### src/rtl/ctrl_pkg.sv
// Shared types and encodings for the registered EX-stage control decoder.
package ctrl_pkg;

  // Primary opcodes
  localparam logic [5:0] OP_RTYPE = 6'b000000;
  localparam logic [5:0] OP_ADDI  = 6'b001000;
  localparam logic [5:0] OP_ADDIU = 6'b001001;
  localparam logic [5:0] OP_SLTI  = 6'b001010;
  localparam logic [5:0] OP_ANDI  = 6'b001100;
  localparam logic [5:0] OP_ORI   = 6'b001101;
  localparam logic [5:0] OP_XORI  = 6'b001110;
  localparam logic [5:0] OP_LUI   = 6'b001111;

  // R-type function codes
  localparam logic [5:0] FN_SLL   = 6'b000000;
  localparam logic [5:0] FN_SRL   = 6'b000010;
  localparam logic [5:0] FN_SRA   = 6'b000011;
  localparam logic [5:0] FN_MFHI  = 6'b010000;
  localparam logic [5:0] FN_MFLO  = 6'b010010;
  localparam logic [5:0] FN_MULT  = 6'b011000;
  localparam logic [5:0] FN_MULTU = 6'b011001;
  localparam logic [5:0] FN_DIV   = 6'b011010;
  localparam logic [5:0] FN_DIVU  = 6'b011011;
  localparam logic [5:0] FN_ADD   = 6'b100000;
  localparam logic [5:0] FN_ADDU  = 6'b100001;
  localparam logic [5:0] FN_SUB   = 6'b100010;
  localparam logic [5:0] FN_SUBU  = 6'b100011;
  localparam logic [5:0] FN_AND   = 6'b100100;
  localparam logic [5:0] FN_OR    = 6'b100101;
  localparam logic [5:0] FN_XOR   = 6'b100110;
  localparam logic [5:0] FN_NOR   = 6'b100111;
  localparam logic [5:0] FN_SLT   = 6'b101010;
  localparam logic [5:0] FN_SLTU  = 6'b101011;

  typedef enum logic [3:0] {
    ALU_AND   = 4'b0000,
    ALU_OR    = 4'b0001,
    ALU_NOR   = 4'b0010,
    ALU_XOR   = 4'b0011,
    ALU_ADD   = 4'b0100,
    ALU_SUB   = 4'b0101,
    ALU_MULT  = 4'b0110,
    ALU_MULTU = 4'b0111,
    ALU_SLL   = 4'b1000,
    ALU_SRL   = 4'b1001,
    ALU_SRA   = 4'b1010,
    ALU_SLT   = 4'b1100,
    ALU_SLTU  = 4'b1101,
    ALU_DIV   = 4'b1110,
    ALU_DIVU  = 4'b1111
  } alu_op_e;

  typedef enum logic [1:0] {
    SRC_RT   = 2'd0,
    SRC_SIMM = 2'd1,
    SRC_ZIMM = 2'd2,
    SRC_LUI  = 2'd3
  } alu_src_e;

  typedef enum logic [1:0] {
    SEL_ALU = 2'd0,
    SEL_HI  = 2'd1,
    SEL_LO  = 2'd2
  } regsel_e;

  typedef enum logic {
    ST_IDLE = 1'b0,
    ST_BUSY = 1'b1
  } hilo_state_e;

  typedef struct packed {
    alu_op_e  alu_op;
    logic [4:0] shamt;
    logic     enhilo;
    regsel_e  regsel;
    logic     regwrite;
    logic     rdrt;
    logic     memwrite;
    alu_src_e alu_src;
    logic     gpio_out;
    logic     gpio_in;
    logic     illegal;
    logic     valid;
  } ctrl_bundle_t;

  localparam ctrl_bundle_t CTRL_BUBBLE = '0;

endpackage

### src/rtl/ctrl_decode.sv
// Combinational MIPS instruction -> EX control bundle decoder.
// CTRL_DIV_EN: when defined, div/divu decode as HI/LO operations;
// otherwise they are reported as illegal.
module ctrl_decode
  import ctrl_pkg::*;
(
  input  logic [31:0]  instr,
  output ctrl_bundle_t ctrl,
  output logic         is_muldiv,
  output logic         is_hilo_read
);

  logic [5:0] opcode;
  logic [5:0] funct;
  logic [4:0] shamt;

  assign opcode = instr[31:26];
  assign funct  = instr[5:0];
  assign shamt  = instr[10:6];

  // Field decode; every field not set below stays at its bubble value.
  always_comb begin
    ctrl         = CTRL_BUBBLE;
    is_muldiv    = 1'b0;
    is_hilo_read = 1'b0;
    ctrl.valid   = 1'b1;
    if (instr != '0) begin
      case (opcode)
        OP_RTYPE: begin
          ctrl.regwrite = 1'b1;
          case (funct)
            FN_AND:           ctrl.alu_op = ALU_AND;
            FN_OR:            ctrl.alu_op = ALU_OR;
            FN_NOR:           ctrl.alu_op = ALU_NOR;
            FN_XOR:           ctrl.alu_op = ALU_XOR;
            FN_ADD, FN_ADDU:  ctrl.alu_op = ALU_ADD;
            FN_SUB, FN_SUBU:  ctrl.alu_op = ALU_SUB;
            FN_SLT:           ctrl.alu_op = ALU_SLT;
            FN_SLTU:          ctrl.alu_op = ALU_SLTU;
            FN_MULT, FN_MULTU: begin
              ctrl.alu_op   = (funct == FN_MULT) ? ALU_MULT : ALU_MULTU;
              ctrl.regwrite = 1'b0;
              ctrl.enhilo   = 1'b1;
              is_muldiv     = 1'b1;
            end
`ifdef CTRL_DIV_EN
            FN_DIV, FN_DIVU: begin
              ctrl.alu_op   = (funct == FN_DIV) ? ALU_DIV : ALU_DIVU;
              ctrl.regwrite = 1'b0;
              ctrl.enhilo   = 1'b1;
              is_muldiv     = 1'b1;
            end
`else
            FN_DIV, FN_DIVU: begin
              ctrl.regwrite = 1'b0;
              ctrl.illegal  = 1'b1;
            end
`endif
            FN_MFHI, FN_MFLO: begin
              ctrl.alu_op  = ALU_SLL;
              ctrl.regsel  = (funct == FN_MFHI) ? SEL_HI : SEL_LO;
              is_hilo_read = 1'b1;
            end
            FN_SLL: begin
              ctrl.alu_op = ALU_SLL;
              ctrl.shamt  = shamt;
            end
            // srl/sra with a zero shift are repurposed as GPIO write/read.
            FN_SRL: begin
              ctrl.alu_op = ALU_SRL;
              ctrl.shamt  = shamt;
              if (shamt == '0) begin
                ctrl.gpio_out = 1'b1;
                ctrl.regwrite = 1'b0;
              end
            end
            FN_SRA: begin
              ctrl.alu_op = ALU_SRA;
              ctrl.shamt  = shamt;
              if (shamt == '0) ctrl.gpio_in = 1'b1;
            end
            default: begin
              ctrl.regwrite = 1'b0;
              ctrl.illegal  = 1'b1;
            end
          endcase
        end
        OP_ADDI, OP_ADDIU: begin
          ctrl.alu_op = ALU_ADD; ctrl.alu_src = SRC_SIMM;
          ctrl.rdrt = 1'b1; ctrl.regwrite = 1'b1;
        end
        OP_SLTI: begin
          ctrl.alu_op = ALU_SLT; ctrl.alu_src = SRC_SIMM;
          ctrl.rdrt = 1'b1; ctrl.regwrite = 1'b1;
        end
        OP_ANDI, OP_ORI, OP_XORI: begin
          ctrl.alu_op  = (opcode == OP_ANDI) ? ALU_AND :
                         (opcode == OP_ORI)  ? ALU_OR  : ALU_XOR;
          ctrl.alu_src = SRC_ZIMM;
          ctrl.rdrt = 1'b1; ctrl.regwrite = 1'b1;
        end
        OP_LUI: begin
          ctrl.alu_op = ALU_SLL; ctrl.shamt = 5'd16; ctrl.alu_src = SRC_LUI;
          ctrl.rdrt = 1'b1; ctrl.regwrite = 1'b1;
        end
        default: ctrl.illegal = 1'b1;
      endcase
    end
  end

endmodule

### src/rtl/ctrl_decode_ex.sv
// Registered EX-stage control decoder with stall/flush and HI/LO interlock.
// CTRL_DIV_EN: enables div/divu decode and the DIV_LAT occupancy load.
module ctrl_decode_ex
  import ctrl_pkg::*;
#(
  parameter int unsigned MUL_LAT = 4,
  parameter int unsigned DIV_LAT = 32,
  parameter int unsigned CNT_W   = 6
) (
  input  logic        clk,
  input  logic        rst,
  input  logic [31:0] instr_ID,
  input  logic        valid_ID,
  input  logic        stall_in,
  input  logic        flush_in,
  output logic [3:0]  alu_op_EX,
  output logic [4:0]  shamt_EX,
  output logic        enhilo_EX,
  output logic [1:0]  regsel_EX,
  output logic        regwrite_EX,
  output logic        rdrt_EX,
  output logic        memwrite_EX,
  output logic [1:0]  alu_src_EX,
  output logic        gpio_out_EX,
  output logic        gpio_in_EX,
  output logic        illegal_EX,
  output logic        valid_EX,
  output logic        hilo_busy,
  output logic        stall_req
);

  localparam int unsigned MAX_LAT = (MUL_LAT > DIV_LAT) ? MUL_LAT : DIV_LAT;

  if ((2 ** CNT_W) <= MAX_LAT) begin : g_cnt_w_check
    $error("ctrl_decode_ex: CNT_W too narrow for MUL_LAT/DIV_LAT");
  end

  ctrl_bundle_t dec_ctrl;
  ctrl_bundle_t ex_q;
  logic         dec_muldiv;
  logic         dec_hilo_read;
  hilo_state_e  state_q, state_d;
  logic [CNT_W-1:0] cnt_q, cnt_d, lat_load;
  logic         load_ex;
  logic         start_hilo;

  ctrl_decode u_decode (
    .instr        (instr_ID),
    .ctrl         (dec_ctrl),
    .is_muldiv    (dec_muldiv),
    .is_hilo_read (dec_hilo_read)
  );

  assign hilo_busy  = (cnt_q != '0);
  assign stall_req  = hilo_busy && valid_ID && (dec_muldiv || dec_hilo_read);
  assign load_ex    = !flush_in && !stall_in && !stall_req && valid_ID;
  assign start_hilo = load_ex && dec_muldiv;

`ifdef CTRL_DIV_EN
  assign lat_load = (dec_ctrl.alu_op == ALU_DIV || dec_ctrl.alu_op == ALU_DIVU)
                    ? CNT_W'(DIV_LAT) : CNT_W'(MUL_LAT);
`else
  assign lat_load = CNT_W'(MUL_LAT);
`endif

  // Interlock state and occupancy counter register.
  always_ff @(posedge clk or posedge rst) begin
    if (rst) begin
      state_q <= ST_IDLE;
      cnt_q   <= '0;
    end else begin
      state_q <= state_d;
      cnt_q   <= cnt_d;
    end
  end

  // Next-state: a captured mul/div loads the counter; flushes never clear it.
  always_comb begin
    state_d = state_q;
    cnt_d   = cnt_q;
    case (state_q)
      ST_IDLE: begin
        if (start_hilo) begin
          cnt_d   = lat_load;
          state_d = ST_BUSY;
        end
      end
      ST_BUSY: begin
        cnt_d = cnt_q - CNT_W'(1);
        if (cnt_q == CNT_W'(1)) state_d = ST_IDLE;
      end
      default: begin
        state_d = ST_IDLE;
        cnt_d   = '0;
      end
    endcase
  end

  // EX register: flush > stall_in hold > interlock bubble > capture > bubble.
  always_ff @(posedge clk or posedge rst) begin
    if (rst)                 ex_q <= CTRL_BUBBLE;
    else if (flush_in)       ex_q <= CTRL_BUBBLE;
    else if (stall_in)       ex_q <= ex_q;
    else if (stall_req)      ex_q <= CTRL_BUBBLE;
    else if (valid_ID)       ex_q <= dec_ctrl;
    else                     ex_q <= CTRL_BUBBLE;
  end

  assign alu_op_EX   = ex_q.alu_op;
  assign shamt_EX    = ex_q.shamt;
  assign enhilo_EX   = ex_q.enhilo;
  assign regsel_EX   = ex_q.regsel;
  assign regwrite_EX = ex_q.regwrite;
  assign rdrt_EX     = ex_q.rdrt;
  assign memwrite_EX = ex_q.memwrite;
  assign alu_src_EX  = ex_q.alu_src;
  assign gpio_out_EX = ex_q.gpio_out;
  assign gpio_in_EX  = ex_q.gpio_in;
  assign illegal_EX  = ex_q.illegal;
  assign valid_EX    = ex_q.valid;

endmodule

### config.mk
export PLATFORM = sky130hd
export DESIGN_NAME = ctrl_decode_ex
export DESIGN_NICKNAME = d
export VERILOG_FILES = /design/src/rtl/ctrl_pkg.sv /design/src/rtl/ctrl_decode.sv /design/src/rtl/ctrl_decode_ex.sv
export SDC_FILE = /design/constraint.sdc
export NUM_CORES = 1
export LEC_CHECK = 0
export BUFFER_PORTS_ARGS = -buffer_cell sky130_fd_sc_hd__buf_2
export CAP_MARGIN = 20
export CORE_MARGIN = 10
export CORE_UTILIZATION = 50
export DETAILED_ROUTE_END_ITERATION = 8
export PLACE_DENSITY = 0.87
export SKIP_LAST_GASP = 1
export SLEW_MARGIN = 30
export SYNTH_ARGS = -nofsm -noshare
export SYNTH_HDL_FRONTEND = slang
export SYNTH_SLANG_ARGS = --single-unit
### constraint.sdc
create_clock -name clk -period 2.1 [get_ports clk]
set_input_delay 0.525 -clock clk [delete_from_list [all_inputs] [get_ports clk]]
set_output_delay 0.525 -clock clk [all_outputs]
set_load 0.05 [all_outputs]
=== Yosys cells after proc, flatten, opt, wreduce, memory -nomap -nowiden ===
Cells that the tools add are included.

* Register bits: 28
* ROM bits: 0
* Latch bits: 0
* Memories: 0
* Memory bits (writable): 0
* Logic and storage cells: 107

* Div/mod/pow operators: 0
* Multiply operators: 0
* $add $sub $neg: 1
* Muxes and demuxes: 38
* Bitwise gates (word level): 1
* Shift-type cells: 0
* Equal/unequal tests: 26
* Magnitude comparators: 0
* Reductions and logical operators: 27

{| class="wikitable"
|+ Operators with widths
! kind !! number
|-
| two-way mux 21 bit || 4
|-
| == test 6 bit, second input constant || 10
|-
| case mux 4 bit (11 select lines) || 1
|-
| == test 6 x 4 -> 1 bit, second input constant || 7
|-
| nonzero test 32 bit || 1
|-
| == test 6 x 5 -> 1 bit, second input constant || 4
|-
| case mux 4 bit (5 select lines) || 1
|-
| OR reduction 17 bit || 1
|-
| two-way mux 1 bit || 15
|-
| two-way mux 14 bit || 1
|-
| OR reduction 14 bit || 1
|-
| == test 6 x 2 -> 1 bit, second input constant || 2
|-
| logical NOT 6 bit || 2
|-
| case mux 6 bit (2 select lines) || 1
|-
| OR reduction 3 bit || 4
|-
| two-way mux 5 bit || 2
|-
| case mux 5 bit (2 select lines) || 1
|-
| OR reduction 2 bit || 5
|-
| two-way mux 2 bit || 4
|-
| case mux 1 bit (2 select lines) || 4
|-
| OR reduction 7 bit || 1
|-
| == test 6 x 1 -> 1 bit, second input constant || 1
|-
| logical AND 1 bit || 6
|-
| two-way mux 6 bit || 1
|-
| 11 further kinds || 13
|}

=== Longest topological paths before layout ===
* Depth after elaboration: 13
* Depth in mapped cells: 7
* Gate-level depth less buffers: 7

=== By module ===
Synthesis repeated with hierarchy kept, for this count alone.

* Cells, all modules: 228
* Area total of the unflattened synthesis: 1991.9 um^2

{| class="wikitable"
|+ By module, submodules not included
! module !! cells an instance !! instances !! seq. area each (um^2) !! area each (um^2)
|-
| ctrl_decode_ex || 131 || 1 || 700.7 || 1373.8
|-
| ctrl_decode || 97 || 1 || 0.0 || 618.1
|}

=== Worst setup path before layout ===
Ideal clock, no wire load.

* Path kind: flip-flop to output port
* Start: register cnt_q[2]
* End: output port stall_req
* Arrival: 1720 ps
* Slack: -145 ps
* Cell stages (with the launch flop): 5
* Cell sequence: dfrtp_1 -> nor3_2 -> and3_4 -> clkinv_1 -> and4_1

* Cells in the longest elaborated chain, start to end: 3

{| class="wikitable"
|+ Ends and longest elaborated chain
! element !! RTL line !! source
|-
| from (decl) || ctrl_decode_ex.sv:43 || <nowiki>logic [CNT_W-1:0] cnt_q, cnt_d, lat_load;</nowiki>
|-
| from (signal assigned) || ctrl_decode_ex.sv:73 || <nowiki>cnt_q <= cnt_d;</nowiki>
|-
| nonzero test 6 bit || ctrl_decode_ex.sv:54 || <nowiki>assign hilo_busy = (cnt_q != '0);</nowiki>
|-
| named net hilo_busy || ctrl_decode_ex.sv:28 || <nowiki>output logic hilo_busy,</nowiki>
|-
| logical AND 1 bit (2 in series) || ctrl_decode_ex.sv:55 || <nowiki>assign stall_req = hilo_busy && valid_ID && (dec_muldiv || dec_hilo_read);</nowiki>
|-
| to (decl) || ctrl_decode_ex.sv:29 || <nowiki>output logic stall_req</nowiki>
|}

The timed path passes the listed nets, and every way through them passes these cells.

=== Final worst setup path ===
* Start: register cnt_q[0]
* End: output port stall_req

* Cells in the longest elaborated chain, start to end: 3

{| class="wikitable"
|+ Ends and longest elaborated chain
! element !! RTL line
|-
| nonzero test 6 bit || ctrl_decode_ex.sv:54
|-
| logical AND 1 bit (2 in series) || ctrl_decode_ex.sv:55
|}

Every way passes these cells.

==> results.md <==
- Yosys warns: 0
- IO buf count: 58
- Seq/Total Area, Yosys: 37.7%
- Routed via count: 1764
- Seq pwr share: 51.5%
- Die height: 79.8 µm
- Yosys cell types: 63
- Fraction of layout cells with a size suffix above 1: 44.2%
- Fillers: 271
- Crit-path cells: inv_2 > ha_4 > and3_4 > clkinv_4 > and4_4 > buf_8
- NetSw: 0.321 mW
- Pre-antenna DRT Iters: 4
- Initial Utilization: 52.8%
- Gp weighted congestion: 0.930
- Worst skew pair latency: 0.33 ns
- Final Critical Period: 2.10 ns
- Combinational fraction of design power: 25.8%
- Final Cell Area: 0.00240 mm²
- Routed Antenna Nets: 0
- Clk network pwr share: 22.7%
- Syn Area/Cell: 9.73 µm²
- Maximum VDD drop: 0.000323 V
- Crit path DAT: 1.57 ns
- F_max: 476 MHz
- Vias per cell: 5.60
- Layout net count: 309
- Cell-internal power: 0.722 mW
- Area Overhead vs Synth: 34.0%
- Clock Root Buffer: clkbuf_4
- I/O pin cnt: 60
- CTS tree: done
- Hold_buf cts: 0
- Die area: 0.00637 mm²
- DP Area: 0.00228 mm²
- Vias in the first global route: 1790
- Worst clock skew: 0.00210 ns
- Critical path type: reg2out
- Initial drt markers: 99
- Drt total wl: 4960 µm
- Number of enable flip-flop cells after synthesis: 0
- Total Routing Usage GR: 15.0%
- Syn_nets: 223
- Max-slew violations: 0
- N_diodes: 0
- H-tree depth: 1
- Main flop type after synthesis: dfrtp_1
- Slowest stage cell, crit path: dfrtp_1
- Power per cell area: 435 mW/mm²
- Unrepaired setup endpoints after global routing: yes
- DP Wirelength: 3950 µm
- DRC: 0
- # setup viols final: 0
- Leakage: 1.19 nW
- Critical path launch point type: flop
- Cells after Synth: 184
- Clock buffer depth: 2
- Row count: 21
- Global-route wire length before repair: 7860 µm
- Worst-path fanout max: 3
- Die W: 79.8 µm
- Total power: 1.04 mW
- Largest net degree at the start of global routing: 28
- Post-Syn Area: 0.00179 mm²
- Max_cap viols: 0
- CP Data Required Time: 1.57 ns
- Grt ovf: 0
- Core ar.: 0.00339 mm²
- Fin. Hold Viols: 0
- Period utilisation layout: 100%
- CP max stage delay: 0.42 ns
- Yosys reg bits: 27
- Number of buffers created by CTS: 3
- Initial antenna violation count: 0
- Reg clk slew, reported paths: 0.15 ns
- CTS Sinks: 27
- Routed WL per cell: 15.7 µm
- HP Class: in2async
- Setup crit end kind: output pin
- Switching portion of total power: 30.8%
- Status: finished, final reports clean
- Share of synthesized flip-flops with an asynchronous set or reset: 100%
-- layout by cell type, fill, tap and decap left out, types with 3 or more instances in the layout --
cell,instances
a21oi_1,7
a22o_1,8
a32o_1,8
buf_2,57
buf_4,36
clkbuf_4,3
dfrtp_1,26
inv_1,6
mux2i_1,3
nand2_1,18
nor2_1,9
nor2_2,3
nor2b_1,4
nor3_1,4
nor3b_1,4
nor4_1,4
o211ai_1,3
o21ai_0,3
o31ai_1,4
xnor2_1,3
xor2_1,3
-- power groups by stage --
stage / clock network (mW) / registers, mW / logic [mW]
floorplan: 0 / 0.558 / 0.135
global route: 0.266 / 0.539 / 0.292
detailed placement: 0 / 0.548 / 0.239
global placement: 0 / 0.548 / 0.235
finish: 0.236 / 0.538 / 0.269
CTS: 0.242 / 0.537 / 0.267
-- flip-flops by register name, indices dropped and copies added (netlist names) --
| name | count |
|---|---|
| regwrite_EX | 1 |
| shamt_EX | 5 |
| cnt_q | 6 |
| illegal_EX | 1 |
| rdrt_EX | 1 |
| regsel_EX | 2 |
| state_q | 1 |
| alu_src_EX | 2 |
| gpio_in_EX | 1 |
| enhilo_EX | 1 |
| gpio_out_EX | 1 |
| alu_op_EX | 4 |
| valid_EX | 1 |
-- cell usage after synthesis (4+ instances only) --
cell / count / area (µm²)
o31ai_1: 4 / 30.0
nor2_1: 9 / 33.8
a22o_1: 8 / 70.1
nor3b_1: 4 / 30.0
dfrtp_1: 27 / 676
nor2b_1: 4 / 25.0
nand2_1: 18 / 67.6
nor3_1: 4 / 20.0
buf_2: 5 / 25.0
a21oi_1: 7 / 35.0
inv_1: 8 / 30.0
nor4_1: 4 / 25.0
a32o_1: 8 / 80.1
-- logic make-up after synthesis --
logic type	share of synthesized area [%]
adders and majority gates	1.40
buffers and inverters	6.15
AOI/OAI and AO/OA	25.6
other	0.209
xor gates and xnor gates	2.94
DFF	37.7
and+or+nand+nor	23.5
muxes	2.52
-- layer usage --
metal  vias to the layer above  wire (µm)  global-route usage, %
li1                        864          -                      -
met1                       853       2020                   15.6
met2                        43       2560                   28.4
met3                         4        340                   4.62
met4                         0         33                   3.70
met5                         -          0                      0
-- timing repair --
action / in CTS / in global routing
endpoints found under the setup margin: 2 / 1
pin swaps: 4 / 0
resized for setup: 11 / 0
buffers inserted: 7 / 0
-- stage by stage --
stage	hold slack, ns	worst slack (ns)	std cells	utilization, %	setup TNS, ns
finish	0.218	0.000288	315	70.8	0
global route	0.239	-0.0532	315	70.8	-0.0532
CTS	0.221	0.0177	315	70.8	0
detailed placement	0.462	-0.0717	304	67.3	-0.369
global placement	0.455	-0.0179	304	67.3	-0.0179
floorplan	0.445	0.0111	184	-	0
-- worst max-delay path: cells and delay by family, from the launching register on --
kind	cells	cell delay [ns]
flip-flops	1	0.42
AND/OR/NAND/NOR	2	0.39
buffers and inverters	3	0.26
adder cells (fa/ha/maj)	1	0.16
-- area by class of cell --
cell class	instances	area, µm²	share of cell area (%)
clock inverter	1	7.51	0.313
sequential	27	677	28.2
timing repair buffer	94	571	23.8
multi-input combinational	135	1030	42.8
inverter	9	38.8	1.62
tap	46	57.6	2.40
clock buffer	3	22.5	0.938
-- path summary, 6_finish.rpt --
| kind | startpoint | endpoint | slack (ns) | depth (start not counted) |
|---|---|---|---|---|
| worst min register to register | regsel_EX[1] | regsel_EX[1] | 0.49 | 2 |
| min in group clk | flush_in | valid_EX | 0.35 | 2 |
| worst max register to register | cnt_q[1] | cnt_q[0] | 0.14 | 8 |
| worst min-delay path | rst | cnt_q[3] | 0.22 | 3 |
| worst max-delay path | cnt_q[0] | stall_req | 0.0003 | 6 |
| max in group asynchronous | rst | cnt_q[2] | 1.62 | 3 |
Power figures use the tool's default switching activity.
